<file path="src/rtl/mips_pkg.sv">
// Shared encodings for the multicycle MIPS controller: FSM states, opcode/funct
// fields, ALU select codes and datapath mux selects.
package mips_pkg;

    localparam logic [3:0] ST_FETCH    = 4'd0;
    localparam logic [3:0] ST_DECODE   = 4'd1;
    localparam logic [3:0] ST_MEM_ADR  = 4'd2;
    localparam logic [3:0] ST_MEM_RD   = 4'd3;
    localparam logic [3:0] ST_MEM_WB   = 4'd4;
    localparam logic [3:0] ST_MEM_WR   = 4'd5;
    localparam logic [3:0] ST_RTYPE_EX = 4'd6;
    localparam logic [3:0] ST_RTYPE_WB = 4'd7;
    localparam logic [3:0] ST_BRANCH   = 4'd8;
    localparam logic [3:0] ST_ADDI_EX  = 4'd9;
    localparam logic [3:0] ST_ADDI_WB  = 4'd10;
    localparam logic [3:0] ST_JUMP     = 4'd11;
    localparam logic [3:0] ST_HALT     = 4'd12;

    localparam logic [5:0] OP_RTYPE = 6'b000000;
    localparam logic [5:0] OP_LW    = 6'b100011;
    localparam logic [5:0] OP_SW    = 6'b101011;
    localparam logic [5:0] OP_BEQ   = 6'b000100;
    localparam logic [5:0] OP_BNE   = 6'b000101;
    localparam logic [5:0] OP_ADDI  = 6'b001000;
    localparam logic [5:0] OP_J     = 6'b000010;

    localparam logic [5:0] FN_ADD = 6'b100000;
    localparam logic [5:0] FN_SUB = 6'b100010;
    localparam logic [5:0] FN_AND = 6'b100100;
    localparam logic [5:0] FN_OR  = 6'b100101;
    localparam logic [5:0] FN_SLT = 6'b101010;
    localparam logic [5:0] FN_NOR = 6'b100111;

    localparam logic [3:0] ALU_AND = 4'b0000;
    localparam logic [3:0] ALU_OR  = 4'b0001;
    localparam logic [3:0] ALU_ADD = 4'b0010;
    localparam logic [3:0] ALU_SUB = 4'b0110;
    localparam logic [3:0] ALU_SLT = 4'b0111;
    localparam logic [3:0] ALU_NOR = 4'b1100;

    localparam logic [1:0] SRCB_B      = 2'b00;
    localparam logic [1:0] SRCB_FOUR   = 2'b01;
    localparam logic [1:0] SRCB_IMM    = 2'b10;
    localparam logic [1:0] SRCB_IMM_SH = 2'b11;

    localparam logic [1:0] PCSRC_ALU    = 2'b00;
    localparam logic [1:0] PCSRC_ALUOUT = 2'b01;
    localparam logic [1:0] PCSRC_JUMP   = 2'b10;

    // ALUOP_NONE parks the select at 0000 in states that do not use the ALU.
    typedef enum logic [1:0] {
        ALUOP_ADD   = 2'b00,
        ALUOP_SUB   = 2'b01,
        ALUOP_FUNCT = 2'b10,
        ALUOP_NONE  = 2'b11
    } alu_op_t;

    typedef struct packed {
        logic       pc_en;
        logic       iord;
        logic       mem_read;
        logic       mem_write;
        logic       ir_write;
        logic       reg_dst;
        logic       mem_to_reg;
        logic       reg_write;
        logic       alu_src_a;
        logic [1:0] alu_src_b;
        logic [1:0] pc_source;
        logic       illegal;
    } ctrl_t;

    function automatic logic is_known_opcode(input logic [5:0] op);
        return (op == OP_RTYPE) || (op == OP_LW) || (op == OP_SW) ||
               (op == OP_BEQ) || (op == OP_BNE) || (op == OP_ADDI) ||
               (op == OP_J);
    endfunction

endpackage

</file>
<file path="src/rtl/mips_alu_decoder.sv">
// ALU select decoder: maps the controller's operation class, or the R-type
// funct field, onto the 4-bit ALU select code.
module mips_alu_decoder
    import mips_pkg::*;
(
    input  logic [5:0] funct,
    input  alu_op_t    alu_op,
    output logic [3:0] alu_select,
    output logic       bad_funct
);

    logic [3:0] funct_sel;

    // bad_funct reflects funct alone so DECODE can flag it before RTYPE_EX.
    always_comb begin
        funct_sel = ALU_ADD;
        bad_funct = 1'b0;
        case (funct)
            FN_ADD:  funct_sel = ALU_ADD;
            FN_SUB:  funct_sel = ALU_SUB;
            FN_AND:  funct_sel = ALU_AND;
            FN_OR:   funct_sel = ALU_OR;
            FN_SLT:  funct_sel = ALU_SLT;
            FN_NOR:  funct_sel = ALU_NOR;
            default: bad_funct = 1'b1;
        endcase
    end

    always_comb begin
        alu_select = ALU_AND;
        case (alu_op)
            ALUOP_ADD:   alu_select = ALU_ADD;
            ALUOP_SUB:   alu_select = ALU_SUB;
            ALUOP_FUNCT: alu_select = funct_sel;
            default:     alu_select = ALU_AND;
        endcase
    end

endmodule

</file>
<file path="src/rtl/mips_multi_control.sv">
// Multicycle MIPS main control FSM. Moore outputs from the state register,
// forced to zero while reset is asserted; branch pc_en is qualified by zero.
//
// state    | meaning
// FETCH    | read instruction, load IR, PC <= PC + 4
// DECODE   | read registers, precompute branch target
// MEM_ADR  | base + offset for LW/SW
// MEM_RD   | load data memory read
// MEM_WB   | load data to rt
// MEM_WR   | store data memory write
// RTYPE_EX | ALU op selected by funct
// RTYPE_WB | ALU result to rd
// BRANCH   | compare A/B, conditional PC update
// ADDI_EX  | A + immediate
// ADDI_WB  | ALU result to rt
// JUMP     | PC <= jump target
// HALT     | parked after an illegal opcode, until reset
module mips_multi_control
    import mips_pkg::*;
#(
    parameter logic [3:0] RESET_STATE      = ST_FETCH,
    parameter bit         ILLEGAL_TO_FETCH = 1'b1
) (
    input  logic       clk,
    input  logic       rst_n,
    input  logic [5:0] opcode,
    input  logic [5:0] funct,
    input  logic       zero,
    output logic       pc_en,
    output logic       iord,
    output logic       mem_read,
    output logic       mem_write,
    output logic       ir_write,
    output logic       reg_dst,
    output logic       mem_to_reg,
    output logic       reg_write,
    output logic       alu_src_a,
    output logic [1:0] alu_src_b,
    output logic [1:0] pc_source,
    output logic [3:0] alu_select,
    output logic       illegal
);

    logic [3:0] state_q, state_d;
    ctrl_t      ctrl;
    alu_op_t    alu_op;
    logic       bad_funct;

    always_ff @(posedge clk or negedge rst_n) begin
        if (!rst_n) state_q <= RESET_STATE;
        else        state_q <= state_d;
    end

    always_comb begin
        state_d = ST_FETCH;
        case (state_q)
            ST_FETCH:  state_d = ST_DECODE;
            ST_DECODE: begin
                case (opcode)
                    OP_LW, OP_SW:   state_d = ST_MEM_ADR;
                    OP_RTYPE:       state_d = ST_RTYPE_EX;
                    OP_BEQ, OP_BNE: state_d = ST_BRANCH;
                    OP_ADDI:        state_d = ST_ADDI_EX;
                    OP_J:           state_d = ST_JUMP;
                    default:        state_d = ILLEGAL_TO_FETCH ? ST_FETCH : ST_HALT;
                endcase
            end
            ST_MEM_ADR:  state_d = (opcode == OP_LW) ? ST_MEM_RD : ST_MEM_WR;
            ST_MEM_RD:   state_d = ST_MEM_WB;
            ST_RTYPE_EX: state_d = ST_RTYPE_WB;
            ST_ADDI_EX:  state_d = ST_ADDI_WB;
            ST_HALT:     state_d = ST_HALT;
            default:     state_d = ST_FETCH;
        endcase
    end

    // Gating on rst_n drops every enable the moment reset asserts, not at the next edge.
    always_comb begin
        ctrl   = '0;
        alu_op = ALUOP_NONE;
        if (rst_n) begin
            case (state_q)
                ST_FETCH: begin
                    ctrl.mem_read  = 1'b1;
                    ctrl.ir_write  = 1'b1;
                    ctrl.alu_src_b = SRCB_FOUR;
                    ctrl.pc_source = PCSRC_ALU;
                    ctrl.pc_en     = 1'b1;
                    alu_op         = ALUOP_ADD;
                end
                ST_DECODE: begin
                    ctrl.alu_src_b = SRCB_IMM_SH;
                    ctrl.illegal   = !is_known_opcode(opcode) ||
                                     ((opcode == OP_RTYPE) && bad_funct);
                    alu_op         = ALUOP_ADD;
                end
                ST_MEM_ADR: begin
                    ctrl.alu_src_a = 1'b1;
                    ctrl.alu_src_b = SRCB_IMM;
                    alu_op         = ALUOP_ADD;
                end
                ST_MEM_RD: begin
                    ctrl.iord     = 1'b1;
                    ctrl.mem_read = 1'b1;
                end
                ST_MEM_WB: begin
                    ctrl.mem_to_reg = 1'b1;
                    ctrl.reg_write  = 1'b1;
                end
                ST_MEM_WR: begin
                    ctrl.iord      = 1'b1;
                    ctrl.mem_write = 1'b1;
                end
                ST_RTYPE_EX: begin
                    ctrl.alu_src_a = 1'b1;
                    ctrl.alu_src_b = SRCB_B;
                    alu_op         = ALUOP_FUNCT;
                end
                ST_RTYPE_WB: begin
                    ctrl.reg_dst   = 1'b1;
                    ctrl.reg_write = 1'b1;
                end
                ST_BRANCH: begin
                    ctrl.alu_src_a = 1'b1;
                    ctrl.alu_src_b = SRCB_B;
                    ctrl.pc_source = PCSRC_ALUOUT;
                    ctrl.pc_en     = (opcode == OP_BNE) ? ~zero : zero;
                    alu_op         = ALUOP_SUB;
                end
                ST_ADDI_EX: begin
                    ctrl.alu_src_a = 1'b1;
                    ctrl.alu_src_b = SRCB_IMM;
                    alu_op         = ALUOP_ADD;
                end
                ST_ADDI_WB: begin
                    ctrl.reg_write = 1'b1;
                end
                ST_JUMP: begin
                    ctrl.pc_source = PCSRC_JUMP;
                    ctrl.pc_en     = 1'b1;
                end
                default: ;
            endcase
        end
    end

    mips_alu_decoder u_alu_dec (
        .funct      (funct),
        .alu_op     (alu_op),
        .alu_select (alu_select),
        .bad_funct  (bad_funct)
    );

    assign pc_en      = ctrl.pc_en;
    assign iord       = ctrl.iord;
    assign mem_read   = ctrl.mem_read;
    assign mem_write  = ctrl.mem_write;
    assign ir_write   = ctrl.ir_write;
    assign reg_dst    = ctrl.reg_dst;
    assign mem_to_reg = ctrl.mem_to_reg;
    assign reg_write  = ctrl.reg_write;
    assign alu_src_a  = ctrl.alu_src_a;
    assign alu_src_b  = ctrl.alu_src_b;
    assign pc_source  = ctrl.pc_source;
    assign illegal    = ctrl.illegal;

endmodule
</file>
<file path="config.mk">
export PLATFORM = sky130hd
export DESIGN_NAME = mips_multi_control
export DESIGN_NICKNAME = d
export VERILOG_FILES = /design/src/rtl/mips_pkg.sv /design/src/rtl/mips_alu_decoder.sv /design/src/rtl/mips_multi_control.sv
export SDC_FILE = /design/constraint.sdc
export NUM_CORES = 1
export LEC_CHECK = 0
export ABC_AREA = 1
export ABC_CLOCK_PERIOD_IN_PS = 1500
export CAP_MARGIN = 20
export CORE_MARGIN = 1
export CORE_UTILIZATION = 40
export CTS_CLUSTER_SIZE = 12
export DETAILED_ROUTE_END_ITERATION = 12
export PLACE_DENSITY = 0.76
export SETUP_SLACK_MARGIN = 0.05
export SYNTH_ARGS = -nofsm -noshare
export SYNTH_HDL_FRONTEND = slang
export SYNTH_SLANG_ARGS = --single-unit
</file>
<file path="constraint.sdc">
create_clock -name clk -period 1.5 [get_ports clk]
set_input_delay 0.3 -clock clk [delete_from_list [all_inputs] [get_ports clk]]
set_output_delay 0.3 -clock clk [all_outputs]
set_load 0.03 [all_outputs]
</file>
==> results.json, run 1 <==
{
  "yosysSeqAreaShare_pct": 14.73,
  "cts_hold_buffers": 0,
  "ctsResizeCount": 64,
  "hpwl_um": 2187,
  "die_y_um": 43.21,
  "post_cts_buffers": 6,
  "dieWidth_um": 43.21,
  "syn_area_um2": 679.4,
  "pin_count": 33,
  "cts-root-buf": "clkbuf_4",
  "syn_area_per_cell_um2": 5.108,
  "synth_area_leaders": "nor2_1 20%, nand2_1 15%, dfrtp_1 15%",
  "lastStage": "clock tree synthesis",
  "numCtsBuffers": 3,
  "port_buffers": 32,
  "synth_top_area_cell": "nor2_1",
  "cts.sinks": 4,
  "h-tree-depth": 1,
  "syn-num-nets": 148,
  "synth_cell_type_count": 18,
  "yosys_warnings": 0,
  "rows": 14,
  "syn_inst": 133,
  "gp_congestion": 0.8884,
  "status": "stopped before the end",
  "error": "[ERROR DPL-0033] detailed placement checks failed during check placement.",
  "ys_ff_latch": 4,
  "clockBufferDepth": 2,
  "yosysTopAreaCellShare_pct": 20.44,
  "start_util_pct": 44.07
}
## synthesized netlist by cell type
| cell | count |
|---|---|
| a21oi_1 | 8 |
| clkinv_1 | 1 |
| dfrtp_1 | 4 |
| inv_1 | 17 |
| inv_2 | 4 |
| nand2_1 | 27 |
| nand2_2 | 1 |
| nand2_4 | 1 |
| nand3_1 | 11 |
| nand3b_1 | 1 |
| nand4_1 | 7 |
| nor2_1 | 37 |
| nor2_2 | 4 |
| nor2_4 | 2 |
| nor3_1 | 4 |
| o211ai_1 | 1 |
| o21ai_0 | 2 |
| o21bai_1 | 1 |
## logic make-up after synthesis
| group | count (synthesis) | synth area share [%] |
|---|---|---|
| simple gates | 95 | 63.54 |
| buf+inv | 22 | 12.15 |
| compound gates | 12 | 9.578 |
| flops | 4 | 14.73 |
## per-stage QoR
stage                     instances  cell area [µm²]  worst slack [ns]
after floorplan                 133            726.9           -0.1311
after global placement          218             1300           -0.3834
after detailed placement        218             1300           -0.4536
==> run 2: changes to the inputs <==
CORE_AREA = 2 2 63 65   (was not set)
CORE_MARGIN = not set   (was 1)
CORE_UTILIZATION = not set   (was 40)
CTS_CLUSTER_SIZE = not set   (was 12)
DIE_AREA = 0 0 65 67   (was not set)
PLACE_DENSITY = not set   (was 0.76)
PLACE_DENSITY_LB_ADDON = 0.15   (was not set)
SETUP_SLACK_MARGIN = not set   (was 0.05)
==> results.json, run 2 <==
{
  "status": "finished with violations",
  "violations": "setup timing",
  "p_sw_uw": 1000,
  "cts.sinks": 4,
  "syn_area_um2": 679.4,
  "powerDensity_nw_per_um2": 1120,
  "p_seq_share_pct": 9.1,
  "cts-root-buf": "clkbuf_8",
  "skew_ns": 0.003106,
  "cts_tree": "done",
  "path_clk_slew_ns": 0.03,
  "core_area_um2": 3606,
  "rows": 22,
  "synth_edf_count": 0,
  "slew_headroom_pct": 83.96,
  "die_y_um": 67,
  "wirelength_um": 3070,
  "multi_input_comb_area_um2": 777.0,
  "yosysSeqAreaShare_pct": 14.73,
  "worst_slack_ns": -0.4358,
  "dieArea_um2": 4355,
  "syn-num-nets": 148,
  "dp_cells": 268,
  "yosysMostFrequentCell": "nor2_1",
  "final_cell_mix": "54 x buf_4, 29 x buf_6, 20 x nor2_4, 19 x nand2_1, 12 x nor2_2",
  "firstDrtPassIters": 4,
  "arrival_ns": 1.64,
  "hpwl_um": 2263,
  "clockPowerShare_pct": 10.2,
  "h-tree-depth": 1,
  "port_buffers": 32,
  "required_ns": 1.20,
  "cts_hold_buffers": 0,
  "yosys_warnings": 0,
  "gp_congestion": 0.7955,
  "synthFlopType": "dfrtp_1",
  "grt_max_degree": 8,
  "fin_cells": 282,
  "synth_cell_type_count": 18,
  "synth_top_area_cell": "nor2_1",
  "start_util_pct": 18.84,
  "area_delta_synth_final_pct": 182.5,
  "vias": 1217,
  "top_register": "state_q",
  "fin_crit_sh_pct": 129.1,
  "syn_inst": 133,
  "min_period_ns": 1.936,
  "clockBufferDepth": 2,
  "path_common_cell": "buf_6",
  "pre_cts_ws_ns": -0.7168,
  "maxSlewViolCount": 0,
  "crit_type": "reg2out",
  "num_antenna_cells": 0,
  "yosysTopAreaCellShare_pct": 20.44,
  "critical_path.top_delay_family": "buffers and inverters",
  "yosys-top-cells-count": "37 x nor2_1, 27 x nand2_1, 17 x inv_1",
  "grt.total_usage_pct": 13.43,
  "combPwrFrac_pct": 80.7,
  "pin_count": 33,
  "fin_tns_setup_ns": -4.260,
  "total_power_uw": 2151,
  "fillers": 357,
  "ir_worst_vdd_v": 0.0009223,
  "nets": 251,
  "worstPathMaxFanout": 5,
  "numCtsBuffers": 3,
  "crit_chain": "nor2_4, inv_2, nor2_4, buf_6, inv_4, buf_6, nand4_1, buf_6, o21bai_4, buf_6",
  "largest_reg_flops": 4,
  "dieWidth_um": 65,
  "p_sw_share_pct": 46.50,
  "rsz0062_at_grt": "true",
  "top_regs": "state_q (4)",
  "antenna_found_initial": 0,
  "synth-async-reset-ratio_pct": 100.0,
  "cp_slowest_cell": "dfrtp_2",
  "drtIter0Drc": 12,
  "fmax_mhz": 516.6,
  "hold_slack_ns": 0.06838,
  "cp-start-kind": "flip-flop",
  "timing.critical_path.buf_inv": 6,
  "p_leak_uw": 0.0009189,
  "hp-class": "in2async",
  "worst_pin_slew_ns": 0.2388,
  "end_kind": "output pin",
  "drive_above_1_share_pct": 69.66,
  "slowest_delay_ns": 0.44,
  "synth_area_leaders": "nor2_1 20%, nand2_1 15%, dfrtp_1 15%",
  "postRouteAntennaNets": 0,
  "seq_area_um2": 103.9,
  "clock_latency_ns": 0.21,
  "routed_via_density": 4.316,
  "drv_cap": 0,
  "grt-ovfl-total": 0,
  "ys_ff_latch": 4,
  "grt_first_pass_wirelength_um": 4671,
  "final-setup-viol-count": 18,
  "wl_per_cell_um": 10.89,
  "hold_viol_final": 0,
  "grt_pass1_vias": 1164,
  "syn_area_per_cell_um2": 5.108,
  "internal_power_uw": 1151,
  "drc_errors": 0,
  "final_common_cell": "buf_4"
}
[run 2: cell counts after synthesis]
No cell type changed its count.
[run 2: power by group through the flow]
stage          logic (µW)  clock network, µW  registers (µW)
3_3_place_gp         1250                  0             176
6_report             1740                219             196
3_5_place_dp         1250                  0             175
5_1_grt              1860                234             206
2_1_floorplan         598                  0             176
4_1_cts              1540                226             193
[run 2: logic make-up (layout without fill, tap and decap cells)]
| group | Yosys count | count (layout) | share of synthesized area (%) |
|---|---|---|---|
| AND/OR/NAND/NOR | 95 | 95 | 63.54 |
| buffers and inverters | 22 | 123 | 12.15 |
| AO/OA/AOI/OAI | 12 | 12 | 9.578 |
| flip-flops | 4 | 4 | 14.73 |
[run 2: metrics by stage]
| step | instance area, µm² | util [%] |
|---|---|---|
| 3_3_place_gp | 1476 | 40.94 |
| 3_5_place_dp | 1476 | 40.94 |
| 5_1_grt | 1919 | 53.23 |
| 4_1_cts | 1775 | 49.24 |
| 2_1_floorplan | 725.7 | - |
| 6_report | 1919 | 53.23 |
[run 2: worst register-to-register path: cells and delay by family, from the launching register on]
kind,cells,cell delay (ns)
and+or+nand+nor,4,0.43
buffers and inverters,4,0.45
DFF,1,0.42
[run 2: final timing paths]
| path | from | endpoint | slack (ns) | depth (start not counted) |
|---|---|---|---|---|
| worst max-delay path | state_q[1]$_DFF_PN0_ | alu_select[2] | -0.44 | 10 |
| worst min-delay path | rst_n | state_q[2]$_DFF_PN0_ | 0.07 | 2 |
| worst max register to register | state_q[3]$_DFF_PN0_ | state_q[2]$_DFF_PN0_ | 0.08 | 8 |
| worst min register to register | state_q[3]$_DFF_PN0_ | state_q[0]$_DFF_PN0_ | 0.69 | 2 |
| max in group asynchronous | rst_n | state_q[1]$_DFF_PN0_ | 1.31 | 2 |
| min in group clk | opcode[5] | state_q[1]$_DFF_PN0_ | 0.61 | 5 |
[run 2: layout make-up]
| cell class | instances | area share, % |
|---|---|---|
| clock buffer | 3 | 2.151 |
| sequential | 4 | 5.411 |
| multi-input combinational | 107 | 40.48 |
| timing repair buffer | 98 | 44.26 |
| inverter | 22 | 4.563 |
| tap | 48 | 3.129 |
[run 2: repair_timing]
item | CTS | global route
resized for setup | 91 | 46
cloned | 0 | 0
pin swaps | 17 | 22
setup buffers | 5 | 9
setup endpoints to repair | 18 | 18
[run 2: metal layers]
layer  share of wire [%]  global-route usage [%]
met5                   0                       0
met2                  55                   26.68
met3                 2.7                  0.5068
met1                  41                   15.74
met4                0.59                   2.926
Note: power is estimated with default switching activity, not from simulation.
==> run 3: changes to the inputs <==
CTS_CLUSTER_DIAMETER = 30   (was not set)
==> results of run 3 <==
Same layout as run 2: the final DEF is identical, and so are final timing and power.
==> run 4: changes to the inputs <==
CTS_CLUSTER_SIZE = 20   (was not set)
HOLD_SLACK_MARGIN = 0.05   (was not set)
==> results of run 4 <==
Same layout as run 2: the final DEF is identical, and so are final timing and power.
